[src/rtl/hd44780_lcd_responder.sv]
// HD44780 side of the 4-bit LCD bus: reassembles nybbles, tracks cursor/DDRAM writes, flags protocol errors.
// Define HD44780_RESPONDER_SYNC_EN to put 2-flop synchronizers on i_e/i_rs/i_lcd_nybble.
module hd44780_lcd_responder #(
    parameter int unsigned E_MIN_HIGH      = 3,
    parameter int unsigned BUSY_CLKS       = 40,
    parameter int unsigned CLEAR_BUSY_CLKS = 1600,
    parameter int unsigned DDRAM_AWIDTH    = 7
) (
    input  logic                    CLK_I,
    input  logic                    RST_I,
    input  logic                    i_rs,
    input  logic                    i_e,
    input  logic [3:0]              i_lcd_nybble,
    output logic                    o_valid,
    output logic [7:0]              o_byte,
    output logic                    o_byte_rs,
    output logic                    o_ddram_we,
    output logic [DDRAM_AWIDTH-1:0] o_ddram_addr,
    output logic [7:0]              o_ddram_data,
    output logic                    o_clear,
    output logic                    o_four_bit,
    output logic                    o_busy,
    output logic                    o_error
);

    localparam int unsigned BMAX = (CLEAR_BUSY_CLKS > BUSY_CLKS) ? CLEAR_BUSY_CLKS : BUSY_CLKS;
    localparam int unsigned BW   = $clog2(BMAX + 1);
    localparam int unsigned EW   = $clog2(E_MIN_HIGH + 2);
    localparam int unsigned AW   = DDRAM_AWIDTH;

    typedef enum logic [1:0] {MODE8, MODE4_HI, MODE4_LO} state_t;

    logic       e_in, rs_in;
    logic [3:0] nyb_in;

`ifdef HD44780_RESPONDER_SYNC_EN
    logic       e_s1_q, e_s2_q, rs_s1_q, rs_s2_q;
    logic [3:0] nyb_s1_q, nyb_s2_q;

    always_ff @(posedge CLK_I) begin
        if (!RST_I) begin
            e_s1_q   <= 1'b0;
            e_s2_q   <= 1'b0;
            rs_s1_q  <= 1'b0;
            rs_s2_q  <= 1'b0;
            nyb_s1_q <= '0;
            nyb_s2_q <= '0;
        end else begin
            e_s1_q   <= i_e;
            e_s2_q   <= e_s1_q;
            rs_s1_q  <= i_rs;
            rs_s2_q  <= rs_s1_q;
            nyb_s1_q <= i_lcd_nybble;
            nyb_s2_q <= nyb_s1_q;
        end
    end

    assign e_in   = e_s2_q;
    assign rs_in  = rs_s2_q;
    assign nyb_in = nyb_s2_q;
`else
    assign e_in   = i_e;
    assign rs_in  = i_rs;
    assign nyb_in = i_lcd_nybble;
`endif

    state_t        state_q, state_d;
    logic          e_s_q, e_s_d, e_prev_q, e_prev_d, rs_s_q, rs_s_d;
    logic [3:0]    nyb_s_q, nyb_s_d, hi_nyb_q, hi_nyb_d;
    logic          hi_rs_q, hi_rs_d, inc_q, inc_d;
    logic [AW-1:0] addr_q, addr_d, ddram_addr_q, ddram_addr_d;
    logic [BW-1:0] busy_cnt_q, busy_cnt_d;
    logic [EW-1:0] ehi_cnt_q, ehi_cnt_d;
    logic          valid_q, valid_d, byte_rs_q, byte_rs_d, we_q, we_d;
    logic          clear_q, clear_d, four_bit_q, four_bit_d, error_q, error_d;
    logic [7:0]    byte_q, byte_d, ddram_data_q, ddram_data_d;
    logic          fall, rise, proc;
    logic [7:0]    pbyte;
    logic          prs;

    always_comb begin
        state_d      = state_q;
        e_s_d        = e_in;
        e_prev_d     = e_s_q;
        rs_s_d       = rs_in;
        nyb_s_d      = nyb_in;
        hi_nyb_d     = hi_nyb_q;
        hi_rs_d      = hi_rs_q;
        inc_d        = inc_q;
        addr_d       = addr_q;
        ddram_addr_d = ddram_addr_q;
        ddram_data_d = ddram_data_q;
        byte_d       = byte_q;
        byte_rs_d    = byte_rs_q;
        four_bit_d   = four_bit_q;
        error_d      = error_q;
        valid_d      = 1'b0;
        we_d         = 1'b0;
        clear_d      = 1'b0;
        proc         = 1'b0;
        pbyte        = '0;
        prs          = 1'b0;
        fall         = !e_s_q && e_prev_q;
        rise         = e_s_q && !e_prev_q;
        busy_cnt_d   = (busy_cnt_q != '0) ? busy_cnt_q - BW'(1) : '0;
        ehi_cnt_d    = ehi_cnt_q;

        // Count sampled-high cycles since the rise, saturating.
        if (e_s_q)
            ehi_cnt_d = rise ? EW'(1) : ((ehi_cnt_q == '1) ? ehi_cnt_q : ehi_cnt_q + EW'(1));
        if (rise && busy_cnt_q != '0)
            error_d = 1'b1;

        if (fall) begin
            if (ehi_cnt_q < EW'(E_MIN_HIGH))
                error_d = 1'b1;
            unique case (state_q)
                MODE8: begin
                    if (rs_s_q) begin
                        error_d = 1'b1;
                    end else begin
                        proc  = 1'b1;
                        pbyte = {nyb_s_q, 4'h0};
                    end
                end
                MODE4_HI: begin
                    hi_nyb_d = nyb_s_q;
                    hi_rs_d  = rs_s_q;
                    state_d  = MODE4_LO;
                end
                default: begin
                    if (rs_s_q != hi_rs_q)
                        error_d = 1'b1;
                    proc    = 1'b1;
                    pbyte   = {hi_nyb_q, nyb_s_q};
                    prs     = hi_rs_q;
                    state_d = MODE4_HI;
                end
            endcase
        end

        if (proc) begin
            valid_d    = 1'b1;
            byte_d     = pbyte;
            byte_rs_d  = prs;
            busy_cnt_d = BW'(BUSY_CLKS);
            if (prs) begin
                we_d         = 1'b1;
                ddram_addr_d = addr_q;
                ddram_data_d = pbyte;
                addr_d       = inc_q ? addr_q + AW'(1) : addr_q - AW'(1);
            end else if (pbyte == 8'h01) begin
                addr_d     = '0;
                inc_d      = 1'b1;
                clear_d    = 1'b1;
                busy_cnt_d = BW'(CLEAR_BUSY_CLKS);
            end else if (pbyte[7:1] == 7'h01) begin
                addr_d     = '0;
                busy_cnt_d = BW'(CLEAR_BUSY_CLKS);
            end else if (pbyte[7:2] == 6'h01) begin
                inc_d = pbyte[1];
            end else if (pbyte[7:5] == 3'b001) begin
                // Function set: DL=1 always returns to 8-bit; DL=0 only switches from 8-bit.
                if (pbyte[4]) begin
                    state_d    = MODE8;
                    four_bit_d = 1'b0;
                end else if (state_q == MODE8) begin
                    state_d    = MODE4_HI;
                    four_bit_d = 1'b1;
                end
            end else if (pbyte[7]) begin
                addr_d = pbyte[AW-1:0];
            end
        end
    end

    always_ff @(posedge CLK_I) begin
        if (!RST_I) begin
            state_q      <= MODE8;
            e_s_q        <= 1'b0;
            e_prev_q     <= 1'b0;
            rs_s_q       <= 1'b0;
            nyb_s_q      <= '0;
            hi_nyb_q     <= '0;
            hi_rs_q      <= 1'b0;
            inc_q        <= 1'b1;
            addr_q       <= '0;
            busy_cnt_q   <= '0;
            ehi_cnt_q    <= '0;
            valid_q      <= 1'b0;
            byte_q       <= '0;
            byte_rs_q    <= 1'b0;
            we_q         <= 1'b0;
            ddram_addr_q <= '0;
            ddram_data_q <= '0;
            clear_q      <= 1'b0;
            four_bit_q   <= 1'b0;
            error_q      <= 1'b0;
        end else begin
            state_q      <= state_d;
            e_s_q        <= e_s_d;
            e_prev_q     <= e_prev_d;
            rs_s_q       <= rs_s_d;
            nyb_s_q      <= nyb_s_d;
            hi_nyb_q     <= hi_nyb_d;
            hi_rs_q      <= hi_rs_d;
            inc_q        <= inc_d;
            addr_q       <= addr_d;
            busy_cnt_q   <= busy_cnt_d;
            ehi_cnt_q    <= ehi_cnt_d;
            valid_q      <= valid_d;
            byte_q       <= byte_d;
            byte_rs_q    <= byte_rs_d;
            we_q         <= we_d;
            ddram_addr_q <= ddram_addr_d;
            ddram_data_q <= ddram_data_d;
            clear_q      <= clear_d;
            four_bit_q   <= four_bit_d;
            error_q      <= error_d;
        end
    end

    assign o_valid      = valid_q;
    assign o_byte       = byte_q;
    assign o_byte_rs    = byte_rs_q;
    assign o_ddram_we   = we_q;
    assign o_ddram_addr = ddram_addr_q;
    assign o_ddram_data = ddram_data_q;
    assign o_clear      = clear_q;
    assign o_four_bit   = four_bit_q;
    assign o_busy       = (busy_cnt_q != '0);
    assign o_error      = error_q;

endmodule
[config.mk]
export PLATFORM = sky130hd
export DESIGN_NAME = hd44780_lcd_responder
export DESIGN_NICKNAME = d
export VERILOG_FILES = /design/src/rtl/hd44780_lcd_responder.sv
export SDC_FILE = /design/constraint.sdc
export NUM_CORES = 1
export LEC_CHECK = 0
export BUFFER_PORTS_ARGS = -buffer_cell sky130_fd_sc_hd__buf_2
export CORE_ASPECT_RATIO = 1.5
export CORE_MARGIN = 4
export CORE_UTILIZATION = 60
export CTS_BUF_LIST = sky130_fd_sc_hd__clkbuf_8
export DETAILED_ROUTE_END_ITERATION = 10
export GPL_ROUTABILITY_DRIVEN = 0
export GPL_TIMING_DRIVEN = 0
export PLACE_DENSITY = 0.89
export SKIP_CTS_REPAIR_TIMING = 1
export SLEW_MARGIN = 30
export SYNTH_ARGS = -nofsm -noshare
export SYNTH_HDL_FRONTEND = slang
export SYNTH_SLANG_ARGS = --single-unit
[constraint.sdc]
create_clock -name CLK_I -period 4.54 [get_ports CLK_I]
set_clock_uncertainty 0.1 [all_clocks]
set_input_delay 0.227 -clock CLK_I [delete_from_list [all_inputs] [get_ports CLK_I]]
set_output_delay 0.227 -clock CLK_I [all_outputs]
set_load 0.03 [all_outputs]
Word-level counts from Yosys, hierarchy flattened
Cells that the tools add are included.
{ "op_classes": {"addsub": 4, "multipliers": 0, "div": 0, "n_lt_le_gt_ge": 1, "eq_ne": 11, "shifts": 0, "n_mux": 46, "bitwise": 6, "n_reduce_logical": 19} }
{ "op_table": {"columns": ["cell", "count"], "rows": [
  ["11-bit two-way mux", 5],
  ["7-bit two-way mux", 7],
  ["2-bit two-way mux", 9],
  ["1-bit two-way mux", 17],
  ["8-bit two-way mux", 2],
  ["8-bit case mux with 2 select lines", 1],
  ["11-bit nonzero test", 1],
  ["11-bit by 1-bit subtractor with 11-bit output (second input constant)", 1],
  ["8-bit by 1-bit equality test with 1-bit output (second input constant)", 1],
  ["4-bit != test (second input constant)", 2],
  ["2-bit AND reduction", 4],
  ["4-bit AND reduction", 2],
  ["7-bit by 1-bit adder with 7-bit output (second input constant)", 1],
  ["7-bit by 1-bit equality test with 1-bit output (second input constant)", 1],
  ["7-bit AND reduction", 1],
  ["7-bit by 1-bit subtractor with 7-bit output (second input constant)", 1],
  ["6-bit by 1-bit equality test with 1-bit output (second input constant)", 1],
  ["3-bit two-way mux", 2],
  ["1-bit inverter", 6],
  ["2-bit != test (second input constant)", 2],
  ["1-bit case mux with 2 select lines", 2],
  ["2-bit case mux with 2 select lines", 1],
  ["2-bit nonzero test", 2],
  ["4-bit nonzero test", 1],
  ["11 further kinds", 14]
]} }
{ "word_totals": {"regBits": 65, "latch_bits": 0, "ram_bits": 0, "romBits": 0, "in_bits": 8, "word_cells": 107, "n_memories": 0} }

Depth between registers and ports, before layout
Gate-level depths: netlist (run 1).
{ "logic_depth": {"depth_word": 11, "mapped_depth": 7} }

Worst setup path after synthesis (run 1)
OpenSTA, ideal clock, no wires.
{ "synth_path": {"path_kind": "reg-to-reg", "start": "register inc_q", "end": "register addr_q[6]", "setup_time_ps": 114, "t_arrival_ps": 1690, "path_slack_ps": 2636, "path_stages_with_launch": 8, "period_less_slack_ps": 1904, "cell_sequence": "dfxtp_1 -> inv_1 -> fa_1 -> a21o_1 -> a31o_2 -> a21oi_1 -> xnor2_1 -> a21o_1"} }
{ "synth_via": {"elab_chain_cells": 2} }
{ "synth_lines": {"columns": ["element", "line", "source"], "rows": [
  ["start, declared", "70", "logic hi_rs_q, hi_rs_d, inc_q, inc_d;"],
  ["start signal, assigned", "207", "inc_q <= inc_d;"],
  ["7-bit two-way mux", "151", "addr_d = inc_q ? addr_q + AW'(1) : addr_q - AW'(1);"],
  ["7-bit two-way mux", "147", "if (prs) begin"],
  ["end signal, assigned", "208", "addr_q <= addr_d;"],
  ["end, declared", "71", "logic [AW-1:0] addr_q, addr_d, ddram_addr_q, ddram_addr_d;"]
]} }
No other way between the ends.
A chain may end at the register's enable or synchronous reset.

Worst setup path after layout (run 1)
Ends and elaborated chain as after synthesis.

==> results of run 1 <==
-- worst paths after layout --
check / start / to / slack [ns] / cells past startpoint
worst max-delay path: inc_q$_SDFFE_PN1P_ / addr_q[6]$_SDFFE_PN0P_ / 2.46 / 7
worst min-delay path: i_lcd_nybble[3] / nyb_s_q[3]$_SDFF_PN0_ / -0.02 / 2
worst max register to register: inc_q$_SDFFE_PN1P_ / addr_q[6]$_SDFFE_PN0P_ / 2.46 / 7
worst min register to register: busy_cnt_q[0]$_SDFF_PP0_ / busy_cnt_q[0]$_SDFF_PP0_ / 0.35 / 1
-- logic make-up after synthesis --
group | Yosys count
xor+xnor | 13
mux | 14
fa+ha+maj | 10
compound gates | 73
flops | 65
buf+inv | 24
simple gates | 136
-- cells in the final DEF, fill, tap and decap left out, drive strengths merged, types with 9 or more instances in the layout --
| master | instances |
|---|---|
| xnor2 | 11 |
| nand2 | 46 |
| a21oi | 29 |
| ha | 9 |
| mux2i | 13 |
| o21ai | 12 |
| dfxtp | 65 |
| nor2 | 43 |
| buf | 50 |
| clkbuf | 17 |
-- sequential cells by signal, indices dropped and copies added (netlist names), 2 cells and up --
signal        flops
o_byte            8
addr_q            7
nyb_s_q           4
ehi_cnt_q         3
o_ddram_addr      7
hi_nyb_q          4
state_q           2
o_ddram_data      8
busy_cnt_q       11
-- synth_stat cells, types with 6 or more instances --
cell type	number	share of area
a21oi_1	28	0.048
o21ai_0	7	0.012
xnor2_1	11	0.033
buf_2	7	0.012
a22oi_1	6	0.015
dfxtp_1	65	0.44
ha_1	9	0.038
nor2_1	40	0.051
clkbuf_1	6	0.0077
mux2i_1	13	0.044
nand2_1	46	0.059
nand3_1	7	0.012
and2_1	8	0.017
-- worst reg2reg max path: stages (launching register included) --
cell	delay [ns]
dfxtp_1	0.37
inv_1	0.17
fa_1	0.49
a21o_1	0.19
a31o_2	0.25
a21oi_1	0.19
xnor2_1	0.08
a21o_1	0.15
-- area by class of cell --
type,instances,area [µm²],share of cell area
inverters,5,18.8,0.00544
flip-flops and latches,65,1300,0.377
multi-input cells,246,1520,0.440
repair buffers,42,235,0.0682
clock inverters,4,43.8,0.0127
plain buffers,19,98.8,0.0287
well taps,64,80.1,0.0232
clock buffers,11,151,0.0439
-- power by group through the flow --
stage                     combinational (mW)  sequential, mW  clock (mW)
after floorplan                        0.251           0.671           0
after global placement                 0.304           0.670           0
after detailed placement               0.322           0.676           0
after CTS                              0.328           0.663       0.488
after global routing                   0.367           0.668       0.511
final                                  0.329           0.662       0.486
-- metrics by stage --
step	instance area [µm²]	instances	util	total power, mW	worst slack [ns]
2_1_floorplan	2940	335	-	0.923	2.64
3_3_place_gp	3200	436	0.694	0.974	2.52
3_5_place_dp	3200	436	0.694	0.998	2.49
4_1_cts	3400	451	0.736	1.48	2.47
5_1_grt	3450	456	0.747	1.55	2.35
6_report	3450	456	0.747	1.48	2.46
-- per-layer routing --
layer,wire (µm),vias to the layer above
met5,0,-
met4,308,0
met3,373,28
met2,3820,90
met1,2780,1226
li1,-,1260
==> summary.txt, run 1 <==
Critical path
  – Critical path, cell by cell: inv_1, fa_1, a21o_1, a31o_2, a21oi_1, xnor2_1, a21o_1
  – Crit Path Max Fanout: 6
  – Crit. End Element: register
  – CP Class: reg2reg
  – Most frequent CP cell: a21o_1
  – CP top delay family: compound AO/OA/AOI/OAI gates
  – Arrival time worst endpoint: 2.23 ns
  – Slowest stage delay, CP: 0.49 ns
  – Req. time, crit path: 4.69 ns
  – Crit-path slowest cell: fa_1
  – CP Launch Type: register
  – Buffers and inverters on the worst path: 1

Drt
  – TritonRoute pass-1 iters: 4
  – Total vias in the final route: 2604
  – DR vias/cell: 5.71
  – Iter 0 DRT Violations: 137
  – Routed Antenna Nets: 0
  – Final Routed Wirelength: 7280 µm
  – Wire length per cell: 16.0 µm
  – Residual DRC: 0

Run status
  – Failing checks: hold timing
  – Outcome: complete, but fails checks

Logic synthesis
  – Syn Area/Cell: 8.77 µm²
  – Ys async rst share: 0
  – Largest family of logic cells by synthesized area: simple AND/OR/NAND/NOR gates
  – EDFF count, synth: 0
  – Simple-gate share of the synthesized area: 0.226
  – Cells after synthesis: 335
  – Flops & latches, synth: 65
  – Top_reg_cell synth: dfxtp_1
  – Adder-cell share of the synthesized area: 0.0451
  – Post-synth cell types: 59
  – Post-synthesis compound-gate area fraction: 0.159
  – Yosys warnings: 0
  – Mux cell area share after synthesis: 0.0481
  – Synthesized area: 0.00294 mm²
  – Seq/Total Area, Yosys: 0.443
  – Synth Net Count: 353
  – Xor and xnor area share after synthesis: 0.0388

Power and ir drop
  – Pleak: 1.47 nW
  – Combinational power share: 0.223
  – Peak supply drop: 0.248 mV
  – Sw frac: 0.297
  – Clock Power Share: 0.329
  – Sequential Power Share: 0.448
  – Int Power: 1.04 mW
  – Pwr dens: 428 mW/mm²
  – Sw power: 0.438 mW

Clock network
  – CTS Sinks: 65
  – TritonCTS clock tree: done
  – Root Driver: clkbuf_8
  – Clock-pin transition on the worst setup and hold timing paths: 0.07 ns
  – Latest clock arrival within the worst-skew pair: 0.35 ns
  – Max clock buf depth: 2
  – CTS buffer count: 9
  – CTS H-tree depth: 3

Die
  – Die width: 65.1 µm
  – FP Rows: 30
  – Die Y: 93.7 µm
  – Full die area: 0.00610 mm²
  – I/O pin cnt: 38
  – Starting Density: 0.636
  – Core area: 0.00462 mm²

STA
  – Achievable Freq: 480 MHz
  – Final period utilization: 0.459
  – Slew @ Worst Pin: 0.561 ns
  – Slew headroom: 0.626
  – RSZ-0062 raised after global routing: false
  – Worst hold margin: -0.0163 ns
  – Setup TNS: 0 ns
  – Final Hold Fails: 1
  – Final min period: 2.08 ns
  – Endpoints failing setup: 0
  – Max Slew Vio Count: 0

Final layout
  – FILL cells: 363
  – N_diodes: 0
  – Layout area overhead: 17.4%
  – Nets: 406
  – Share of cells above drive strength 1: 0.196

Placed design
  – Port Buffers: 37
  – Detailed placer's ending HPWL: 5140 µm

Global routing
  – Vias in the first global route: 2572
  – Met2 GRT Util: 0.445
  – Largest net degree at the start of global routing: 11
  – Tot GR Track Use: 0.256
  – GRT busiest layer: met2
  – First-pass GRT wire length: 12000 µm
  – Met3 Use GR: 0.0479
  – Antenna violations before repair: 0
  – M1 GR Usage: 0.273
  – Total global routing overflow: 0

Hold path
  – HP Class: in2reg

Flow run
  – Max-cap violations: 0
No activity file was read; power rests on OpenSTA's default activity.
==> run 2, diff against run 1 <==
ABC_AREA = 1   (was not set)
CORE_UTILIZATION = 54   (was 60)
PLACE_DENSITY = 0.85   (was 0.89)
clock period = 1.9 ns   (was 4.54 ns; I/O delays follow)
==> run 2 against run 1 <==
The flow now finishes without violations. Synthesized area is 7.0% higher. Critical path depth up 4. Global-route usage is 2.7 points lower. Clock-buffer cell count down 2. Clock power grew 140%. First-iteration DRC count is 34% higher. Via count is 15% higher. Sequential share of layout area shrank 2.7 points. Register-to-register slack got worse by 2.3 ns. Non-clock buffer count decreased by 6. Fmax up 18%. Highest routed layer unchanged.
==> summary.txt, run 2 <==
Run status
  – Outcome: finished clean (was complete, but fails checks)

Flow run
  – Max-cap violations: 0 (unchanged)

Logic synthesis
  – EDFF count, synth: 0 (unchanged)
  – Syn Area/Cell: 7.38 µm² (was 8.77 µm²)
  – Seq/Total Area, Yosys: 0.414 (was 0.443)
  – Post-synth cell types: 38 (was 59)
  – Synthesized area: 0.00314 mm² (was 0.00294 mm²)
  – Synth top area share: 0.414 (was 0.443)
  – Top cells by area, synth: dfxtp_1 41%, nand2_1 11%, nor2_1 7.4% (was dfxtp_1 44%, nand2_1 5.9%, nor2_1 5.1%)
  – Most frequent cell after synthesis: nand2_1 (was dfxtp_1)
  – Top_reg_cell synth: dfxtp_1 (unchanged)
  – Cells after synthesis: 426 (was 335)
  – Most common library cells after synthesis: 92 x nand2_1, 65 x dfxtp_1, 62 x nor2_1 (was 65 x dfxtp_1, 46 x nand2_1, 40 x nor2_1)
  – Yosys warnings: 0 (unchanged)
  – Ys async rst share: 0 (unchanged)
  – Flops & latches, synth: 65 (unchanged)
  – Synth Net Count: 444 (was 353)
  – Post-synth top area cell: dfxtp_1 (unchanged)

STA
  – Final min period: 1.77 ns (was 2.08 ns)
  – RSZ-0062 raised after global routing: false (unchanged)
  – Final WS setup: 0.132 ns (was 2.46 ns)
  – Endpoints failing setup: 0 (unchanged)
  – Setup TNS: 0 ns (unchanged)
  – Slew @ Worst Pin: 0.568 ns (was 0.561 ns)
  – Final Hold Fails: 0 (was 1)
  – Achievable Freq: 566 MHz (was 480 MHz)
  – Max Slew Vio Count: 0 (unchanged)
  – Slew headroom: 0.621 (was 0.626)
  – Final period utilization: 0.930 (was 0.459)

Critical path
  – CP Class: reg2reg (unchanged)
  – Crit. End Element: register (unchanged)
  – Crit-path slowest cell: dfxtp_2 (was fa_1)
  – Crit Path Max Fanout: 6 (unchanged)
  – Req. time, crit path: 2.05 ns (was 4.69 ns)
  – Slowest stage delay, CP: 0.38 ns (was 0.49 ns)
  – CP top delay family: simple AND/OR/NAND/NOR gates (was compound AO/OA/AOI/OAI gates)
  – Critical path, cell by cell: inv_4, ha_2, nand2_1, nor2_1, nand2_1, nand3_1, nand2_1, nand3_1, o21ai_0, nor2_1, nor2_1 (was inv_1, fa_1, a21o_1, a31o_2, a21oi_1, xnor2_1, a21o_1)
  – Arrival time worst endpoint: 1.91 ns (was 2.23 ns)
  – CP Launch Type: register (unchanged)
  – Buffers and inverters on the worst path: 1 (unchanged)

Drt
  – Wl on met1: 2880 µm (was 2780 µm)
  – Final Routed Wirelength: 7770 µm (was 7280 µm)
  – DR vias/cell: 5.38 (was 5.71)
  – TritonRoute pass-1 iters: 5 (was 4)
  – Residual DRC: 0 (unchanged)
  – Metal2 WL: 4040 µm (was 3820 µm)
  – Total vias in the final route: 2991 (was 2604)
  – Routed wl met3: 448 µm (was 373 µm)
  – Routed Antenna Nets: 0 (unchanged)
  – Top Metal Used: met4 (unchanged)
  – Iter 0 DRT Violations: 183 (was 137)
  – Wire length per cell: 14.0 µm (was 16.0 µm)

Placed design
  – Port Buffers: 37 (unchanged)
  – Detailed placer's ending HPWL: 5790 µm (was 5140 µm)
  – Worst slack at placement: 0.0227 ns (was 2.49 ns)
  – DP Cell Count: 533 (was 436)

Global routing
  – Total global routing overflow: 0 (unchanged)
  – Antenna violations before repair: 0 (unchanged)
  – Tot GR Track Use: 0.229 (was 0.256)
  – Vias in the first global route: 2895 (was 2572)
  – First-pass GRT wire length: 12800 µm (was 12000 µm)
  – Largest net degree at the start of global routing: 14 (was 11)

Die
  – I/O pin cnt: 38 (unchanged)
  – Die width: 70.3 µm (was 65.1 µm)
  – Full die area: 0.00713 mm² (was 0.00610 mm²)
  – Die Y: 101 µm (was 93.7 µm)
  – FP Rows: 33 (was 30)
  – Starting Density: 0.564 (was 0.636)
  – Core area: 0.00557 mm² (was 0.00462 mm²)

Power and ir drop
  – Clock Power Share: 0.339 (was 0.329)
  – Pleak: 1.79 nW (was 1.47 nW)
  – Peak supply drop: 0.530 mV (was 0.248 mV)
  – Sw frac: 0.319 (was 0.297)
  – Sw power: 1.10 mW (was 0.438 mW)
  – Combinational power share: 0.214 (was 0.223)
  – Pwr dens: 928 mW/mm² (was 428 mW/mm²)
  – Sequential Power Share: 0.447 (was 0.448)
  – Int Power: 2.35 mW (was 1.04 mW)

Clock network
  – Root Driver: clkbuf_8 (unchanged)
  – Clock-pin transition on the worst setup and hold timing paths: 0.08 ns (was 0.07 ns)
  – Latest clock arrival within the worst-skew pair: 0.36 ns (was 0.35 ns)
  – CTS H-tree depth: 3 (unchanged)
  – TritonCTS clock tree: done (unchanged)
  – CTS Sinks: 65 (unchanged)
  – CTS buffer count: 9 (unchanged)
  – Max clock buf depth: 2 (unchanged)

Final layout
  – Biggest register: busy_cnt_q (unchanged)
  – Multi-input gate area: 0.00162 mm² (was 0.00152 mm²)
  – FILL cells: 476 (was 363)
  – Finished Layout Cells: 556 (was 456)
  – N_diodes: 0 (unchanged)
  – Commonest non-fill, non-tap cell in the layout: nand2_1 (was dfxtp_1)
  – Final Core Density: 0.667 (was 0.747)
  – Commonest cells after routing, fill and taps aside: 90 x nand2_1, 63 x dfxtp_1, 61 x nor2_1 (was 65 x dfxtp_1, 46 x nand2_1, 44 x buf_2)
  – Nets: 499 (was 406)
  – Max FFs per register: 11 (unchanged)
  – Layout area overhead: 18.2% (was 17.4%)
  – Storage element area: 0.00130 mm² (about the same)
  – Share of cells above drive strength 1: 0.216 (was 0.196)

Hold path
  – HP Class: in2reg (unchanged)
-- run 2: cell count changes after synthesis, moves of 8 or more --
cell | previous run | this run
and2_1 | 8 | 0
inv_1 | 4 | 43
mux2i_1 | 13 | 0
nand2_1 | 46 | 92
nand3_1 | 7 | 20
nor2_1 | 40 | 62
o21ai_0 | 7 | 29
xnor2_1 | 11 | 3
-- run 2: metal layers --
metal	vias up	track usage
li1	1490	-
met5	-	0
met3	37	0.0566
met1	1351	0.229
met4	0	0.158
met2	113	0.413
-- run 2: area by class of cell --
type,count,share of cell area
well taps,70,0.0236
flip-flops and latches,65,0.351
clock buffers,9,0.0333
plain buffers,11,0.0151
clock inverters,7,0.0212
multi-input cells,300,0.437
inverters,50,0.0512
repair buffers,44,0.0680
-- run 2: power groups by stage --
| stage | sequential, mW | clock [mW] | combinational, mW |
|---|---|---|---|
| 5_1_grt | 1.56 | 1.24 | 0.843 |
| 4_1_cts | 1.54 | 1.19 | 0.712 |
| 3_3_place_gp | 1.57 | 0 | 0.666 |
| 3_5_place_dp | 1.57 | 0 | 0.689 |
| 6_report | 1.54 | 1.17 | 0.738 |
| 2_1_floorplan | 1.56 | 0 | 0.528 |
-- run 2: worst register-to-register path, stage by stage (launching register included) --
cell and delay [ns]:
dfxtp_2 0.38, inv_4 0.07, ha_2 0.37, nand2_1 0.10, nor2_1 0.11, nand2_1 0.07
nand3_1 0.08, nand2_1 0.05, nand3_1 0.06, o21ai_0 0.08, nor2_1 0.12, nor2_1 0.06
-- run 2: kinds of logic after synthesis --
logic type      Yosys count  share of synthesized area
flops                    65                      0.414
buf+inv                  61                     0.0776
simple gates            207                      0.307
compound gates           75                      0.137
xor+xnor                  8                     0.0223
fa+ha+maj                10                     0.0422
-- run 2: final timing paths --
check / startpoint / to / slack [ns] / cells past startpoint
hold / removal: RST_I / o_byte[7]$_SDFFE_PN0P_ / 0.05 / 3
hold reg to reg: busy_cnt_q[0]$_SDFF_PP0_ / busy_cnt_q[0]$_SDFF_PP0_ / 0.36 / 1
setup / recovery: inc_q$_SDFFE_PN1P_ / addr_q[5]$_SDFFE_PN0P_ / 0.13 / 11
setup reg to reg: inc_q$_SDFFE_PN1P_ / addr_q[5]$_SDFFE_PN0P_ / 0.13 / 11
-- run 2: per-stage QoR --
| step | power (mW) | instance area [µm²] | hold slack [ns] |
|---|---|---|---|
| after floorplan | 2.09 | 3140 | 0.0926 |
| after global placement | 2.23 | 3420 | 0.180 |
| after detailed placement | 2.26 | 3420 | 0.179 |
| after CTS | 3.44 | 3620 | -0.190 |
| after global routing | 3.64 | 3720 | 0.0641 |
| final | 3.45 | 3720 | 0.0477 |
